File: src/rtl/alu_if.sv
// alu_if: operand / opcode / result bundle for the alu datapath block.
//   A_i    4  operand A, unsigned           (master -> slave)
//   B_i    4  operand B, unsigned           (master -> slave)
//   opSel  3  operation select              (master -> slave)
//   r_alu  8  registered result             (slave -> master)
// The master is the operand supplier; the slave is the alu itself.
interface alu_if;
  logic [3:0] A_i;
  logic [3:0] B_i;
  logic [2:0] opSel;
  logic [7:0] r_alu;

  modport master (
    output A_i,
    output B_i,
    output opSel,
    input  r_alu
  );

  modport slave (
    input  A_i,
    input  B_i,
    input  opSel,
    output r_alu
  );
endinterface

File: src/rtl/alu.sv
// alu: 4-bit operand arithmetic/logic unit with a registered 8-bit result.
//   clk    in   system clock, rising-edge active
//   rst_n  in   asynchronous active-low reset; clears r_alu immediately
//   bus    alu_if.slave: A_i, B_i, opSel in; r_alu out
// Operands are zero-extended to 8 bits and every result wraps modulo 256.
// One cycle of latency, a new operation is accepted every cycle.
module alu (
  input  logic  clk,
  input  logic  rst_n,
  alu_if.slave  bus
);

  typedef enum logic [2:0] {
    OP_ADD = 3'd0,
    OP_SUB = 3'd1,
    OP_MUL = 3'd2,
    OP_AND = 3'd3,
    OP_OR  = 3'd4,
    OP_XOR = 3'd5,
    OP_SHL = 3'd6,
    OP_SHR = 3'd7
  } op_e;

  logic [7:0] a_ext;
  logic [7:0] b_ext;
  logic [2:0] shamt;
  logic [7:0] r_alu_d;
  logic [7:0] r_alu_q;

  assign a_ext = {4'b0000, bus.A_i};
  assign b_ext = {4'b0000, bus.B_i};
  // Only the low three bits of B_i select a shift distance; bit 3 is ignored.
  assign shamt = bus.B_i[2:0];

  always_comb begin
    r_alu_d = 8'h00;
    unique case (op_e'(bus.opSel))
      OP_ADD: r_alu_d = a_ext + b_ext;
      // 8-bit subtraction wraps naturally into two's complement.
      OP_SUB: r_alu_d = a_ext - b_ext;
      // 4x4 product never exceeds 8 bits, so no truncation occurs.
      OP_MUL: r_alu_d = a_ext * b_ext;
      OP_AND: r_alu_d = a_ext & b_ext;
      OP_OR:  r_alu_d = a_ext | b_ext;
      OP_XOR: r_alu_d = a_ext ^ b_ext;
      OP_SHL: r_alu_d = a_ext << shamt;
      OP_SHR: r_alu_d = a_ext >> shamt;
      default: r_alu_d = 8'h00;
    endcase
  end

  always_ff @(posedge clk or negedge rst_n) begin
    if (!rst_n) begin
      r_alu_q <= 8'h00;
    end else begin
      r_alu_q <= r_alu_d;
    end
  end

  assign bus.r_alu = r_alu_q;

endmodule

File: src/flat_wrapper.sv
// flat-port wrapper written by rule: the top's interface ports become plain ports
module alu_flat 
  (clk, rst_n, bus_A_i, bus_B_i, bus_opSel, bus_r_alu);
  alu_if bus_i ();
  input  logic clk;
  input  logic rst_n;
  input wire logic [$bits(bus_i.A_i)-1:0] bus_A_i;
  input wire logic [$bits(bus_i.B_i)-1:0] bus_B_i;
  input wire logic [$bits(bus_i.opSel)-1:0] bus_opSel;
  output wire logic [$bits(bus_i.r_alu)-1:0] bus_r_alu;
  assign bus_i.A_i = bus_A_i;
  assign bus_i.B_i = bus_B_i;
  assign bus_i.opSel = bus_opSel;
  assign bus_r_alu = bus_i.r_alu;
  alu u_core (.clk(clk), .rst_n(rst_n), .bus(bus_i));
endmodule
File: config.mk
export PLATFORM = sky130hd
export DESIGN_NAME = alu_flat
export DESIGN_NICKNAME = d
export VERILOG_FILES = /design/src/rtl/alu_if.sv /design/src/rtl/alu.sv /design/src/flat_wrapper.sv
export SDC_FILE = /design/constraint.sdc
export NUM_CORES = 1
export LEC_CHECK = 0
export CAP_MARGIN = 10
export CELL_PAD_IN_SITES_DETAIL_PLACEMENT = 0
export CELL_PAD_IN_SITES_GLOBAL_PLACEMENT = 1
export CORE_ASPECT_RATIO = 0.7
export CORE_MARGIN = 5
export CORE_UTILIZATION = 42
export DETAILED_ROUTE_END_ITERATION = 7
export PLACE_DENSITY_LB_ADDON = 0.15
export SYNTH_ARGS = -nofsm -noshare
export SYNTH_HDL_FRONTEND = slang
export SYNTH_SLANG_ARGS = --single-unit
export TNS_END_PERCENT = 50
File: constraint.sdc
create_clock -name clk -period 0.8 [get_ports clk]
set_input_delay 0.16 -clock clk [delete_from_list [all_inputs] [get_ports clk]]
set_output_delay 0.16 -clock clk [all_outputs]
set_load 0.05 [all_outputs]
======== After elaboration in Yosys (flattened, before gate mapping) ========
Index checks and enable logic that the tools add are counted.
word-level totals
  bits of input ports ..................... 13
  register bits ........................... 8
  logic and storage cells ................. 18
  output and inout port bits .............. 8
cells by class
  bitwise gates (word level) .............. 3
  shifts and indexed selects .............. 2
  equal/unequal tests ..................... 7
  multiplexer cells ....................... 1
  reductions and logical operators ........ 1
  add/sub/neg operators ................... 2
  $mul .................................... 1
operators by type and width
  cell                                           count
  case mux 8 bit (8 select lines)                1
  == test 3 bit, second input constant           4
  multiplier 4 x 4 -> 8 bit                      1
  << shifter 4 x 3 -> 8 bit                      1
  right shift 4 x 3 -> 8 bit                     1
  == test 3 x 2 -> 1 bit, second input constant  2
  adder 4 x 4 -> 5 bit                           1
  subtractor 4 x 4 -> 5 bit                      1
  AND 4 bit                                      1
  bitwise OR 4 bit                               1
  bitwise XOR 4 bit                              1
  == test 3 x 1 -> 1 bit, second input constant  1
  logical NOT 3 bit                              1

======== Longest topological paths before layout ========
  word-level depth ........................ 2
  gate-level depth with buffers ........... 10
  gate-level depth less buffers ........... 10

======== Worst setup path after synthesis ========
No wires, ideal clock.
  path type ............................... input-to-reg
  from .................................... in bus_B_i[1]
  to ...................................... reg u_core.r_alu_q[6] (netlist: u_core.bus.r_alu[6])
  library setup time ...................... 0.153 ns
  data required time ...................... 0.647 ns
  path buffers ............................ 1
  slack ................................... -1.795 ns
  stages .................................. 10
  arrival ................................. 2.443 ns
  path through ............................ buf_4 -> nand2_1 -> fa_1 -> inv_1 -> fa_1 -> fa_1 -> a21o_1 -> a21oi_1 -> xor2_1 -> o2111ai_1
on the way
  cells in the longest elaborated chain, start to end .. 2
  elaborated cells on any way between the ends .. 5
  classes of those cells .................. 1 x add/sub; 1 x mul; 2 x shift; 1 x mux
RTL lines
  what                                               RTL line           source
  start, declared                                    flat_wrapper.sv:8  input wire logic [$bits(bus_i.B_i)-1:0] bus_B_i;
  multiplier 4 x 4 -> 8 bit (tied with other cells)  alu.sv:42          OP_MUL: r_alu_d = a_ext * b_ext;
  case mux 8 bit (8 select lines) (*)                alu.sv:37          unique case (op_e'(bus.opSel))
  named net u_core.r_alu_d[6]                        alu.sv:27          logic [7:0] r_alu_d;
  end signal, assigned                               alu.sv:56          r_alu_q <= r_alu_d;
  end, declared                                      alu.sv:28          logic [7:0] r_alu_q;
The timed path passes the listed nets; every way through them passes the cells marked *.

======== Final worst setup path ========
  from .................................... in bus_A_i[2]
  to ...................................... reg u_core.r_alu_q[3] (netlist: u_core.bus.r_alu[3])
on the way
  cells in the longest elaborated chain, start to end .. 2
  elaborated cells on any way between the ends .. 6
  classes of those cells .................. 2 x add/sub; 1 x mul; 2 x shift; 1 x mux
RTL lines
  what                                               RTL line           source
  start, declared                                    flat_wrapper.sv:7  input wire logic [$bits(bus_i.A_i)-1:0] bus_A_i;
  multiplier 4 x 4 -> 8 bit (tied with other cells)  alu.sv:42
  case mux 8 bit (8 select lines) (*)                alu.sv:37
  named net u_core.r_alu_d[3]                        alu.sv:27
Marks and branches as above.

==> reports/qor.yml <==
cp.arrival_ps: 2470
grt-ovfl-total: 0
fin_ws_ps: -1568
postSynthCellCount: 174
hold_viol: 0
largest_reg_flops: 8
synthToLayoutAreaGrowth_pct: 65.28
die_height_um: 59.98
fmax_ghz: 0.4224
setup_viol: 16
cp-end-kind: "flip-flop"
ys_dominant_reg_cell: "dfrtp_1"
numPortBuffers: 20
drc: 0
synth_seq_cells: 8
avgSynthCellArea_um2: 8.615
synth_area_um2: 1499
synth_commonest_cells: "ha_1 (25), inv_1 (19), a21oi_1 (12), nor2_1 (11)"
fin_setup_tns_ps: -10490
crit_type: "primary input to flip-flop"
violations: "setup timing"
hold_ws_ps: 251.6
regArea_um2: 200.2
multi_input_area_um2: 1330
dp_hpwl_mm: 3.936
synth_top_area_cell: "ha_1"
antenna_cells: 0
clock_sinks: 8
cts_buffers: 3
root_buffer: "clkbuf_8"
ir_drop_mv: 0.6546
fillerInstances: 271
antenna_found_initial: 0
p_total_w: 0.002670
p_per_area_nw_per_um2: 1078
clock_path_buffers: 2
htree_levels: 1
cp.required_ps: 900
cp_max_fo: 2
cts_tree: "built"
yosysTopAreaCellShare_pct: 20.87
fin_crit_ps: 2368
place.gp.congestion: 0.9549
placedCellCount: 282
post-route-period-util_pct: 296.0
firstDrtPassIters: 4
outcome: "finished, violations left"
yosysMostFrequentCell: "ha_1"
start_kind: "primary input"
grt_usage_pct: 22.23
wl_per_cell_um: 16.52
power_frac_seq_pct: 18.5
die_w_um: 81.41
coreArea_um2: 3491
grt_pass1_wl_mm: 8.280
totalWireLength_mm: 4.922
pwr-share-clk_pct: 17.9
finalMaxSlewViolations: 0
drive_gt1_share_pct: 47.18
yosys_warnings: 0
power_leakage_nw: 1.202
grt_pass1_vias: 1685
min_path_type: "primary input to async pin"
rsz0062_at_grt: "true"
synth.area.top_cells: "ha_1 (21%), dfrtp_1 (13%), fa_1 (8.0%), inv_1 (4.8%), mux2i_1 (4.7%)"
rows: 18
fp.dieArea_um2: 4883
synth_edf_count: 0
p_switching_w: 0.001023
ys_async_sr_fraction_pct: 100.0
syn_nets: 218
ios: 21
num_vias: 1581
vias_per_cell: 5.305
slew_headroom_pct: 67.13
drv_cap: 0
layout.cells.non_filler: 298
swShare_pct: 38.32
cts.reportedPaths.clkPinSlew_ps: 40
dpl_worst_slack_ps: -2264
synth-seq-area-share_pct: 13.36
yosysUniqueCellTypes: 52
initial_utilization_pct: 42.94
worstMarginPinSlew_ps: 487.9
power_frac_comb_pct: 63.6
antenna_left: 0
fin_nets: 294
grt_max_degree: 10
drt_iter0_drc: 133
p_int_w: 0.001647
## power by group through the flow
| stage | Clock [W] | Sequential, W | Combinational, W |
|---|---|---|---|
| 3_3_place_gp | 0 | 0.000498 | 0.00141 |
| 4_1_cts | 0.000482 | 0.000495 | 0.00158 |
| 6_report | 0.000479 | 0.000493 | 0.00170 |
| 5_1_grt | 0.000504 | 0.000498 | 0.00181 |
| 2_1_floorplan | 0 | 0.000644 | 0.000615 |
| 3_5_place_dp | 0 | 0.000500 | 0.00143 |
## kinds of logic after synthesis
| group | Yosys count | share of synthesized area (%) |
|---|---|---|
| AOI/OAI and AO/OA | 44 | 20.87 |
| xor gates and xnor gates | 5 | 2.922 |
| adders and majority gates | 31 | 28.88 |
| buffers and inverters | 27 | 8.597 |
| DFF | 8 | 13.36 |
| muxes | 10 | 7.930 |
| and+or+nand+nor | 49 | 17.45 |
## layout by cell type (no fill, tap or decap), types with 3 or more instances in the layout
cell type	instances
fa_1	5
nand2b_1	3
nand2_1	5
buf_4	50
nor2_1	11
nor2b_1	3
inv_1	14
buf_12	9
clkbuf_8	3
ha_4	6
mux2i_1	7
a21oi_2	3
dfrtp_1	8
buf_6	12
o21ai_0	3
nand3_1	7
a21oi_1	8
ha_1	18
buf_8	3
a32oi_1	4
inv_2	4
buf_2	3
## critical path, cell delays in order
cell and delay (ps):
buf_8 80, nand2_4 40, fa_1 520, inv_1 50
fa_1 530, buf_4 130, fa_2 430, nor2b_2 130
o21ai_2 60, a221oi_2 220, a32oi_1 120
## final cells by class
| type | instances | share of cell area, % |
|---|---|---|
| flip-flops and latches | 8 | 8.081 |
| repair buffers | 79 | 31.06 |
| well taps | 50 | 2.525 |
| clock buffers | 3 | 1.667 |
| multi-input cells | 139 | 53.69 |
| inverters | 19 | 2.980 |
## what timing repair did
item | 4_1_cts | 5_1_grt
resized for setup | 85 | 15
hold buffers | 0 | 0
setup endpoints to repair | 16 | 16
pin swaps | 17 | 12
setup buffers | 10 | 3
## final timing paths
check / end / startpoint
max: u_core.bus.r_alu[3] / bus_A_i[2]
max in group asynchronous: u_core.bus.r_alu[5] / rst_n
min in group clk: u_core.bus.r_alu[3] / bus_opSel[1]
min: u_core.bus.r_alu[3] / rst_n
## per-layer routing
| metal | share of wire (%) | up-vias | GRT usage [%] | wire (µm) |
|---|---|---|---|---|
| met5 | 0 | - | 0 | 0 |
| met4 | 0.43 | 0 | 4.819 | 21 |
| met3 | 5.2 | 2 | 1.355 | 258 |
| met2 | 47 | 51 | 37.94 | 2299 |
| met1 | 48 | 756 | 30.93 | 2343 |
| li1 | - | 772 | - | - |
## stage by stage
step                      cell area [µm²]  util, %
after floorplan                      1511        -
after global placement               2147    61.51
after detailed placement             2147    61.51
after CTS                            2391    68.49
after global routing                 2477    70.97
final                                2477    70.97
Power figures use the tool's default switching activity.
